--- config.mk ---
export PLATFORM = sky130hd
export DESIGN_NAME = imsic_msi_tx
export DESIGN_NICKNAME = d
export VERILOG_FILES = /design/src/rtl/imsic_msi_tx.sv
export SDC_FILE = /design/constraint.sdc
export NUM_CORES = 1
export LEC_CHECK = 0
export ABC_AREA = 1
export CORE_UTILIZATION = 49
export DETAILED_ROUTE_END_ITERATION = 10
export GPL_TIMING_DRIVEN = 0
export PLACE_DENSITY = 0.8
export SKIP_LAST_GASP = 1
export SLEW_MARGIN = 25
export SYNTH_ARGS = -nofsm -noshare
export SYNTH_HDL_FRONTEND = slang
export SYNTH_SLANG_ARGS = --single-unit
--- constraint.sdc ---
create_clock -name clk -period 2.6 [get_ports clk]
set_input_delay 0.52 -clock clk [delete_from_list [all_inputs] [get_ports clk]]
set_output_delay 0.52 -clock clk [all_outputs]
set_load 0.1 [all_outputs]
--- src/rtl/imsic_msi_tx.sv ---
// -----------------------------------------------------------------------------
// imsic_msi_tx
//
// Upstream feeder for the per-hart IMSIC CSR gate. Incoming MSI writes
// (seteipnum_le) arrive on a valid/ready port. Each write is decoded into a
// target hart and interrupt file, and writes that cannot name a real
// interrupt are dropped and counted. Legal MSIs are buffered in a small FIFO
// and replayed one at a time as {hart, file, setipnum}. Each replay is a
// timed valid pulse, followed by a hold window so that a consumer which
// synchronises the valid and samples info on its falling edge always sees
// stable data.
//
// Ports
//   clk             single clock
//   rstn            asynchronous active-low reset
//   i_wr_vld        MSI write request
//   o_wr_rdy        write accepted on an edge where i_wr_vld & o_wr_rdy
//   i_wr_addr       byte address within the IMSIC region
//   i_wr_data       written identity
//   o_msi_info      {hart, file, setipnum} of the MSI being delivered
//   o_msi_info_vld  delivery pulse to the CSR gate
//   o_drop_cnt      saturating count of illegal writes that were accepted
//   o_busy          FIFO non-empty or delivery in progress
// -----------------------------------------------------------------------------
module imsic_msi_tx #(
  parameter int NR_INTP_FILES  = 7,
  parameter int NR_HARTS       = 4,
  parameter int NR_HARTS_WIDTH = 2,
  parameter int NR_SRC         = 32,
  parameter int FIFO_DEPTH     = 4,
  parameter int VLD_HIGH_CYC   = 2,
  parameter int HOLD_CYC       = 8,
  localparam int NR_SRC_WIDTH    = $clog2(NR_SRC),
  localparam int INTP_FILE_WIDTH = $clog2(NR_INTP_FILES),
  localparam int MSI_INFO_WIDTH  = NR_HARTS_WIDTH + INTP_FILE_WIDTH + NR_SRC_WIDTH
) (
  input  logic                      clk,
  input  logic                      rstn,
  input  logic                      i_wr_vld,
  output logic                      o_wr_rdy,
  input  logic [31:0]               i_wr_addr,
  input  logic [31:0]               i_wr_data,
  output logic [MSI_INFO_WIDTH-1:0] o_msi_info,
  output logic                      o_msi_info_vld,
  output logic [7:0]                o_drop_cnt,
  output logic                      o_busy
);

  localparam int PTR_W   = $clog2(FIFO_DEPTH);
  localparam int CNT_W   = PTR_W + 1;
  localparam int MAX_CYC = (VLD_HIGH_CYC > HOLD_CYC) ? VLD_HIGH_CYC : HOLD_CYC;
  localparam int CYC_W   = $clog2(MAX_CYC + 1);
  localparam int HART_LSB = 12 + INTP_FILE_WIDTH;
  localparam int ADDR_USED_MSB = HART_LSB + NR_HARTS_WIDTH - 1;

  typedef enum logic [1:0] {
    IDLE,
    HIGH,
    HOLD
  } state_t;

  // ---------------------------------------------------------------------------
  // Address/data decode and legality filter
  // ---------------------------------------------------------------------------
  logic [INTP_FILE_WIDTH-1:0] wr_file;
  logic [NR_HARTS_WIDTH-1:0]  wr_hart;
  logic                       wr_legal;
  logic                       wr_accept;
  logic                       push;
  logic                       drop;
  logic [MSI_INFO_WIDTH-1:0]  push_data;
  logic                       unused_addr_bits;

  assign wr_file = i_wr_addr[12 +: INTP_FILE_WIDTH];
  assign wr_hart = i_wr_addr[HART_LSB +: NR_HARTS_WIDTH];

  // Address bits above the hart field carry no meaning for this block.
  assign unused_addr_bits = ^i_wr_addr[31:ADDR_USED_MSB+1];

  // Identity 0 is reserved and identities at or above NR_SRC do not exist,
  // so both are treated as illegal alongside misaligned/out-of-range targets.
  assign wr_legal = (i_wr_addr[11:0] == 12'd0)
                 && (32'(wr_file) < 32'(NR_INTP_FILES))
                 && (32'(wr_hart) < 32'(NR_HARTS))
                 && (i_wr_data != 32'd0)
                 && (i_wr_data < 32'(NR_SRC));

  assign wr_accept = i_wr_vld && o_wr_rdy;
  assign push      = wr_accept && wr_legal;
  assign drop      = wr_accept && !wr_legal;
  assign push_data = {wr_hart, wr_file, i_wr_data[NR_SRC_WIDTH-1:0]};

  // ---------------------------------------------------------------------------
  // MSI FIFO
  // ---------------------------------------------------------------------------
  logic [MSI_INFO_WIDTH-1:0] fifo_mem [FIFO_DEPTH];
  logic [PTR_W-1:0]          wr_ptr;
  logic [PTR_W-1:0]          rd_ptr;
  logic [CNT_W-1:0]          fifo_count;
  logic                      fifo_empty;
  logic                      fifo_full;
  logic                      pop;

  assign fifo_empty = (fifo_count == '0);
  assign fifo_full  = (fifo_count == CNT_W'(FIFO_DEPTH));

  // Ready depends only on the registered count, so a pop in the same cycle
  // never opens room for a push; this keeps o_wr_rdy free of FSM paths.
  assign o_wr_rdy = !fifo_full;

  always_ff @(posedge clk or negedge rstn) begin
    if (!rstn) begin
      wr_ptr     <= '0;
      rd_ptr     <= '0;
      fifo_count <= '0;
    end else begin
      if (push) begin
        wr_ptr <= wr_ptr + 1'b1;
      end
      if (pop) begin
        rd_ptr <= rd_ptr + 1'b1;
      end
      fifo_count <= fifo_count + CNT_W'(push) - CNT_W'(pop);
    end
  end

  // Storage needs no reset: entries are only read once the count covers them.
  always_ff @(posedge clk) begin
    if (push) begin
      fifo_mem[wr_ptr] <= push_data;
    end
  end

  // ---------------------------------------------------------------------------
  // Delivery FSM
  // ---------------------------------------------------------------------------
  state_t                    state;
  state_t                    state_nx;
  logic [CYC_W-1:0]          cyc_cnt;
  logic [CYC_W-1:0]          cyc_cnt_nx;
  logic                      vld_q;
  logic                      vld_nx;
  logic [MSI_INFO_WIDTH-1:0] info_q;
  logic [MSI_INFO_WIDTH-1:0] info_nx;

  always_ff @(posedge clk or negedge rstn) begin
    if (!rstn) begin
      state   <= IDLE;
      cyc_cnt <= '0;
      vld_q   <= 1'b0;
      info_q  <= '0;
    end else begin
      state   <= state_nx;
      cyc_cnt <= cyc_cnt_nx;
      vld_q   <= vld_nx;
      info_q  <= info_nx;
    end
  end

  // cyc_cnt restarts at zero on every state entry and marks the last cycle of
  // HIGH/HOLD at N-1. Leaving HOLD with a queued MSI goes straight to HIGH so
  // back-to-back pulses are exactly VLD_HIGH_CYC+HOLD_CYC cycles apart.
  always_comb begin
    state_nx   = state;
    cyc_cnt_nx = cyc_cnt;
    vld_nx     = vld_q;
    info_nx    = info_q;
    pop        = 1'b0;
    case (state)
      IDLE: begin
        if (!fifo_empty) begin
          pop        = 1'b1;
          info_nx    = fifo_mem[rd_ptr];
          vld_nx     = 1'b1;
          cyc_cnt_nx = '0;
          state_nx   = HIGH;
        end
      end
      HIGH: begin
        if (cyc_cnt == CYC_W'(VLD_HIGH_CYC - 1)) begin
          vld_nx     = 1'b0;
          cyc_cnt_nx = '0;
          state_nx   = HOLD;
        end else begin
          cyc_cnt_nx = cyc_cnt + 1'b1;
        end
      end
      HOLD: begin
        if (cyc_cnt == CYC_W'(HOLD_CYC - 1)) begin
          cyc_cnt_nx = '0;
          if (!fifo_empty) begin
            pop      = 1'b1;
            info_nx  = fifo_mem[rd_ptr];
            vld_nx   = 1'b1;
            state_nx = HIGH;
          end else begin
            state_nx = IDLE;
          end
        end else begin
          cyc_cnt_nx = cyc_cnt + 1'b1;
        end
      end
      default: begin
        state_nx   = IDLE;
        cyc_cnt_nx = '0;
        vld_nx     = 1'b0;
      end
    endcase
  end

  // ---------------------------------------------------------------------------
  // Drop counter (saturating)
  // ---------------------------------------------------------------------------
  always_ff @(posedge clk or negedge rstn) begin
    if (!rstn) begin
      o_drop_cnt <= 8'd0;
    end else if (drop && (o_drop_cnt != 8'hFF)) begin
      o_drop_cnt <= o_drop_cnt + 8'd1;
    end
  end

  assign o_msi_info     = info_q;
  assign o_msi_info_vld = vld_q;
  assign o_busy         = !fifo_empty || (state != IDLE);

endmodule

After elaboration in Yosys (flattened, before gate mapping)
Memories as Yosys holds them, arrays and structs flattened.
Index checks and enable logic that the tools add are counted.

word-level totals
  memory bits (writable) = 40
  latch bits = 0
  memory bits (read-only) = 0
  output and inout port bits = 21
  memories = 1
  logic and storage cells = 67
  register bits after elaboration = 32

cells by class
  add/subtract/negate cells = 6
  multipliers = 0
  mux-type cells = 21
  $lt $le $gt $ge = 2
  equal/unequal tests = 9
  shifts and indexed selects = 0
  bitwise gates (word level) = 0
  reductions and logical operators = 20
  divide/modulo/power cells = 0

memories
  name      depth  bits a word  read ports  clocked after Yosys merged registers in  write ports  line  source
  fifo_mem  4      10           1           0                                        1            96    logic [MSI_INFO_WIDTH-1:0] fifo_mem [FIFO_DEPTH];

operator list
  kind                                                          number
  less-than comparator 32 x 6 -> 1 bit (second input constant)  1
  nonzero test 32 bit                                           1
  two-way mux 10 bit                                            2
  case mux 10 bit (2 select lines)                              1
  zero test 12 bit                                              1
  two-way mux 4 bit                                             3
  case mux 4 bit (3 select lines)                               1
  adder 8 x 1 -> 8 bit (second input constant)                  1
  two-way mux 1 bit                                             8
  != test 8 bit (second input constant)                         1
  logical AND 1 bit                                             7
  two-way mux 2 bit                                             3
  != test 2 bit (second input constant)                         3
  case mux 2 bit (3 select lines)                               1
  adder 2 x 1 -> 2 bit (second input constant)                  2
  adder 4 x 1 -> 4 bit (second input constant)                  1
  == test 4 x 1 -> 1 bit (second input constant)                1
  == test 4 x 3 -> 1 bit (second input constant)                1
  AND reduction 2 bit                                           2
  nonzero test 2 bit                                            2
  adder 3 x 1 -> 3 bit                                          1
  == test 3 bit (second input constant)                         1
  zero test 1 bit                                               3
  zero test 3 bit                                               1
  9 further kinds                                               9

Logic depth before layout (Yosys ltp)
  depth after elaboration = 7
  mapped depth = 13
  gate-level depth less buffers = 13

Worst setup path after synthesis
No wires, ideal clock.

  kind = register -> register
  from = register fifo_count[1]
  to = memory fifo_mem[0][0] (netlist name) (enable)
  clock period less this slack = 2.567 ns
  arrival = 2.191 ns
  buffers on the path = 0
  setup time = 0.376 ns
  cell stages (with the launch flop) = 7
  setup slack = 0.033 ns
  cells stage by stage = dfrtp_1 -> nor2_2 -> nand2_1 -> nand2_1 -> inv_1 -> nand3_1 -> nor2_1

on the way
  word-level cells in the longest chain between the ends = 6

RTL lines
  what                                     line  source
  start: declaration                       99    logic [CNT_W-1:0] fifo_count;
  start signal: assignment                 123   fifo_count <= fifo_count + CNT_W'(push) - CNT_W'(pop);
  == test 3 bit                            105   assign fifo_full = (fifo_count == CNT_W'(FIFO_DEPTH));
  zero test 1 bit                          109   assign o_wr_rdy = !fifo_full;
  net o_wr_rdy                             40    output logic o_wr_rdy,
  logical AND 1 bit                        88    assign wr_accept = i_wr_vld && o_wr_rdy;
  logical AND 1 bit                        89    assign push = wr_accept && wr_legal;
  two-way mux 1 bit                        129   if (push) begin
  two-way mux 1 bit (implied by the code)  130   fifo_mem[wr_ptr] <= push_data;
  end: declaration                         96

The timed path passes the listed nets, and every way through them passes these cells.

Worst setup path after layout
  from = register o_drop_cnt[4]
  to = output o_drop_cnt[4]

RTL lines
  what                      line  source
  start: declaration        45    output logic [7:0] o_drop_cnt,
  start signal: assignment  218   o_drop_cnt <= o_drop_cnt + 8'd1;

No word-level cell between the ends.

==> run summary <==
Number of enable-type register cells in the synthesized netlist: 40. In the final routed layout, each cell accounts on average for 13.6 um. The tools report the type of destination of the critical path as a primary output. The area of the mapped netlist is 3540 um^2, and the number of buffers inserted during clock tree synthesis is 9. After synthesis, the netlist uses 34 different library cells. The relative contribution of the clock network to total power is 0.248.

The die boundary width was 87.0 um; the placed wire-length estimate after detailed placement was 5450 um. Measured in cells, the most critical reg-to-reg path has a length of 13. The transition time at the pin with the least slew margin was 0.989 ns; the detailed-route DRC error count was 0. The total overflow left after global routing is 0.

Setup violations remaining at the end of the flow were counted as 0. Hold timing on the final database bottoms out at a slack of 0.0574 ns. The final layout contains 548 nets. The number of warning messages in the yosys log is 0, and the sink count of the clock tree is 72. The relative max-transition margin is 0.339. By area the synthesized netlist is led by edfxtp_1 (34%), dfrtp_1 (23%), nor2_1 (12%). The run gives 0.34 ns as the latest clock arrival within the worst-skew pair. The post-synthesis sequential element count was 72. CTS root buffer: clkbuf_8.

The fraction of the cycle the final worst path needs came out at 0.960. The required time at the worst-slack endpoint was 2.08 ns; the portion of synthesized cell area occupied by the leading cell type was 0.339. Number of global-route vias before repair: 2,842.

Summed over all cells, the static leakage comes to 1.96 nW. For the sequential group share of total power, the log shows 0.380. For the maximum vdd ir drop, the log shows 0.399 mV.

The run gives 107 as the number of design-rule violations left by the first detailed-router iteration. In this run the register-to-register setup slack is 0.18 ns. The type of the worst setup path is reg -> out.

At the end of routability-driven placement, the weighted congestion stood at 0.832. The share of cells above drive strength 1 came out at 0.0826. In this run the critical register-to-register path is captured at fifo_count[2].

The worst path meets setup with 0.104 ns of slack. The H-tree was split into 3 levels. The wire length of the first global-routing pass is 12,800 um, and the via count is 2,846.

Start of the worst register-to-register path: state[0]. A synthesized cell averages 9.24 um^2. The maximum fanout along the worst path was 5. Die extent in y: 87.0 um.

The most frequently used flop master after synthesis was edfxtp_1. The combinational group share of total power came out at 0.372. The synthesized netlist net count is 464, and the net switching power of the design is 1.59 mW. The run finished with clean final reports.

The critical path goes through clkdlybuf4s50_1. The post-route antenna net violation count was 0; the internal power was 2.25 mW. The worst path in the final design needs a cycle of 2.50 ns, including I/O delays and setup.

The global router's overall resource usage is 0.226. Input and output buffers added on the ports amount to 72. The total number of cells along the worst setup path works out to 1.

Counting the fill cells in the layout gives 555. The share of total power consumed by net switching is 0.414, and the number of antenna repair diodes is 0. Ranked by instance count, the synthesized netlist is headed by nor2_1 (111), nand2_1 (59), edfxtp_1 (40). The via-per-instance ratio was 5.01; the number of rows created at floorplan was 30. The total length of routed wires came out at 7720 um. The logs give 0.515 for the starting density of the core and 0 for the max-capacitance violation count. The total count of max-transition violations in the final report was 0.

The largest total area in the synthesized netlist belongs to edfxtp_1. Before antenna repair, the detailed router went through 4 iterations. The share of synthesized registers carrying an async set or reset is 0.444, and the I/O pin total is 88.

For the maximum number of buffers from clock root to sink, the log shows 2. The tightest min-delay check is of the in -> async type. After clock tree synthesis, the clock-pin slew on the worst setup and hold paths is 0.08 ns. On the worst path, the slowest cell contributes a delay of 1.18 ns.

The logs give 0.566 for the portion of the post-synthesis area used by sequential elements and 1.98 ns for the arrival time at the worst endpoint. Slowest cell on the critical path: clkdlybuf4s50_1. The area growth from synthesis to layout is 30.5%. TritonCTS built the clock tree.

The hold violation total from the final report is 0. In this design, the largest share of critical-path delay is due to buffers and inverters. Tracing the worst setup path back leads to its startpoint at o_drop_cnt[4]. The tools report the maximum clock skew at final layout as 0.0101 ns. The logs give 383 for the synthesized instance count and 6870 um^2 for the area of the core. Entering global routing, the biggest net connects 23 pins. The floorplan step defined a die boundary enclosing 7560 um^2.

The total buffers and inverters traversed by the critical path was 1; the power density relative to cell area was 833 nW/um^2. Among all cell types in the netlist, the one instantiated most often is nor2_1. Initial antenna violation count: 0. The tools report the maximum clock rate as 0.401 GHz. The logs give 0.672 for the final core utilization and -0.339 ns for the placement-stage worst setup slack. The worst setup path is launched from a flip-flop. After clock tree synthesis, the flow added hold-fix buffers numbering 0. The critical path ends at o_drop_cnt[4].
-- placed cells by master, fill, tap and decap left out, types with 10 or more instances in the layout --
cell,netlist,routed
o21ai_0,21,21
edfxtp_1,40,40
a31oi_1,10,10
clkdlybuf4s50_1,0,69
inv_1,32,32
nor2_1,111,106
dfrtp_1,32,32
nand2_1,59,59
nand3_1,18,18
ha_1,13,12
-- stage by stage --
stage          instance area (um^2)  cells  setup TNS [ns]  total power, mW
6_report                       4620    568               0             3.84
5_1_grt                        4620    568       -0.000339             3.98
4_1_cts                        4610    568         -0.0458             3.86
3_5_place_dp                   4400    552          -12.34             2.92
3_3_place_gp                   4380    551           -9.23             2.89
2_1_floorplan                  3540    383               0             2.51
-- power by group through the flow --
stage	Clock, mW	Combinational [mW]	Sequential (mW)
detailed placement	0	1.44	1.48
finish	0.954	1.43	1.46
global placement	0	1.41	1.48
CTS	0.961	1.44	1.46
global route	1.01	1.49	1.47
floorplan	0	0.202	2.31
-- what timing repair did --
action | in CTS | in global routing
resized for setup | 2 | 7
setup buffers | 0 | 0
endpoints found under the setup margin | 2 | 33
hold endpoints to repair | 0 | 0
-- area by class of cell --
| cell class | count | area [um^2] | area share |
|---|---|---|---|
| timing repair buffer | 73 | 737 | 0.160 |
| buffer | 7 | 33.8 | 0.00732 |
| clock inverter | 3 | 67.6 | 0.0146 |
| inverter | 35 | 131 | 0.0285 |
| tap | 96 | 120 | 0.0260 |
| clock buffer | 13 | 139 | 0.0301 |
| sequential | 72 | 2000 | 0.434 |
| multi-input combinational | 269 | 1390 | 0.300 |
-- metal layers --
metal,track usage,wire length (um),up-vias
li1,-,-,1417
met4,0.118,78,0
met3,0.0464,415,7
met5,0,0,-
met2,0.382,4010,86
met1,0.273,3220,1336
-- worst min path at each step --
| stage | end | slack, ns | cells after the start |
|---|---|---|---|
| 2_1_floorplan | cyc_cnt[0] | 0.22 | 0 |
| 3_3_place_gp | o_msi_info_vld | 0.46 | 2 |
| 3_5_place_dp | state[1] | 0.43 | 1 |
| 4_1_cts | o_msi_info[7] | 0.07 | 1 |
| 5_1_grt | o_msi_info[7] | 0.07 | 1 |
| 6_report | o_msi_info[7] | 0.06 | 1 |
-- registers in the layout (all words and copies together) (netlist names) --
register        cells
rd_ptr              2
o_msi_info_vld      1
o_drop_cnt          8
fifo_count          3
o_msi_info         10
cyc_cnt             4
wr_ptr              2
state               2
fifo_mem           40
-- cell families after synthesis --
kind of cell | count (synthesis) | share of synthesized area
and+or+nand+nor | 205 | 0.246
buffers and inverters | 42 | 0.0467
adders and majority gates | 14 | 0.0516
muxes | 1 | 0.00283
xor gates and xnor gates | 10 | 0.0248
AOI/OAI and AO/OA | 39 | 0.0622
DFF | 72 | 0.566
Power figures use the tool's default switching activity.
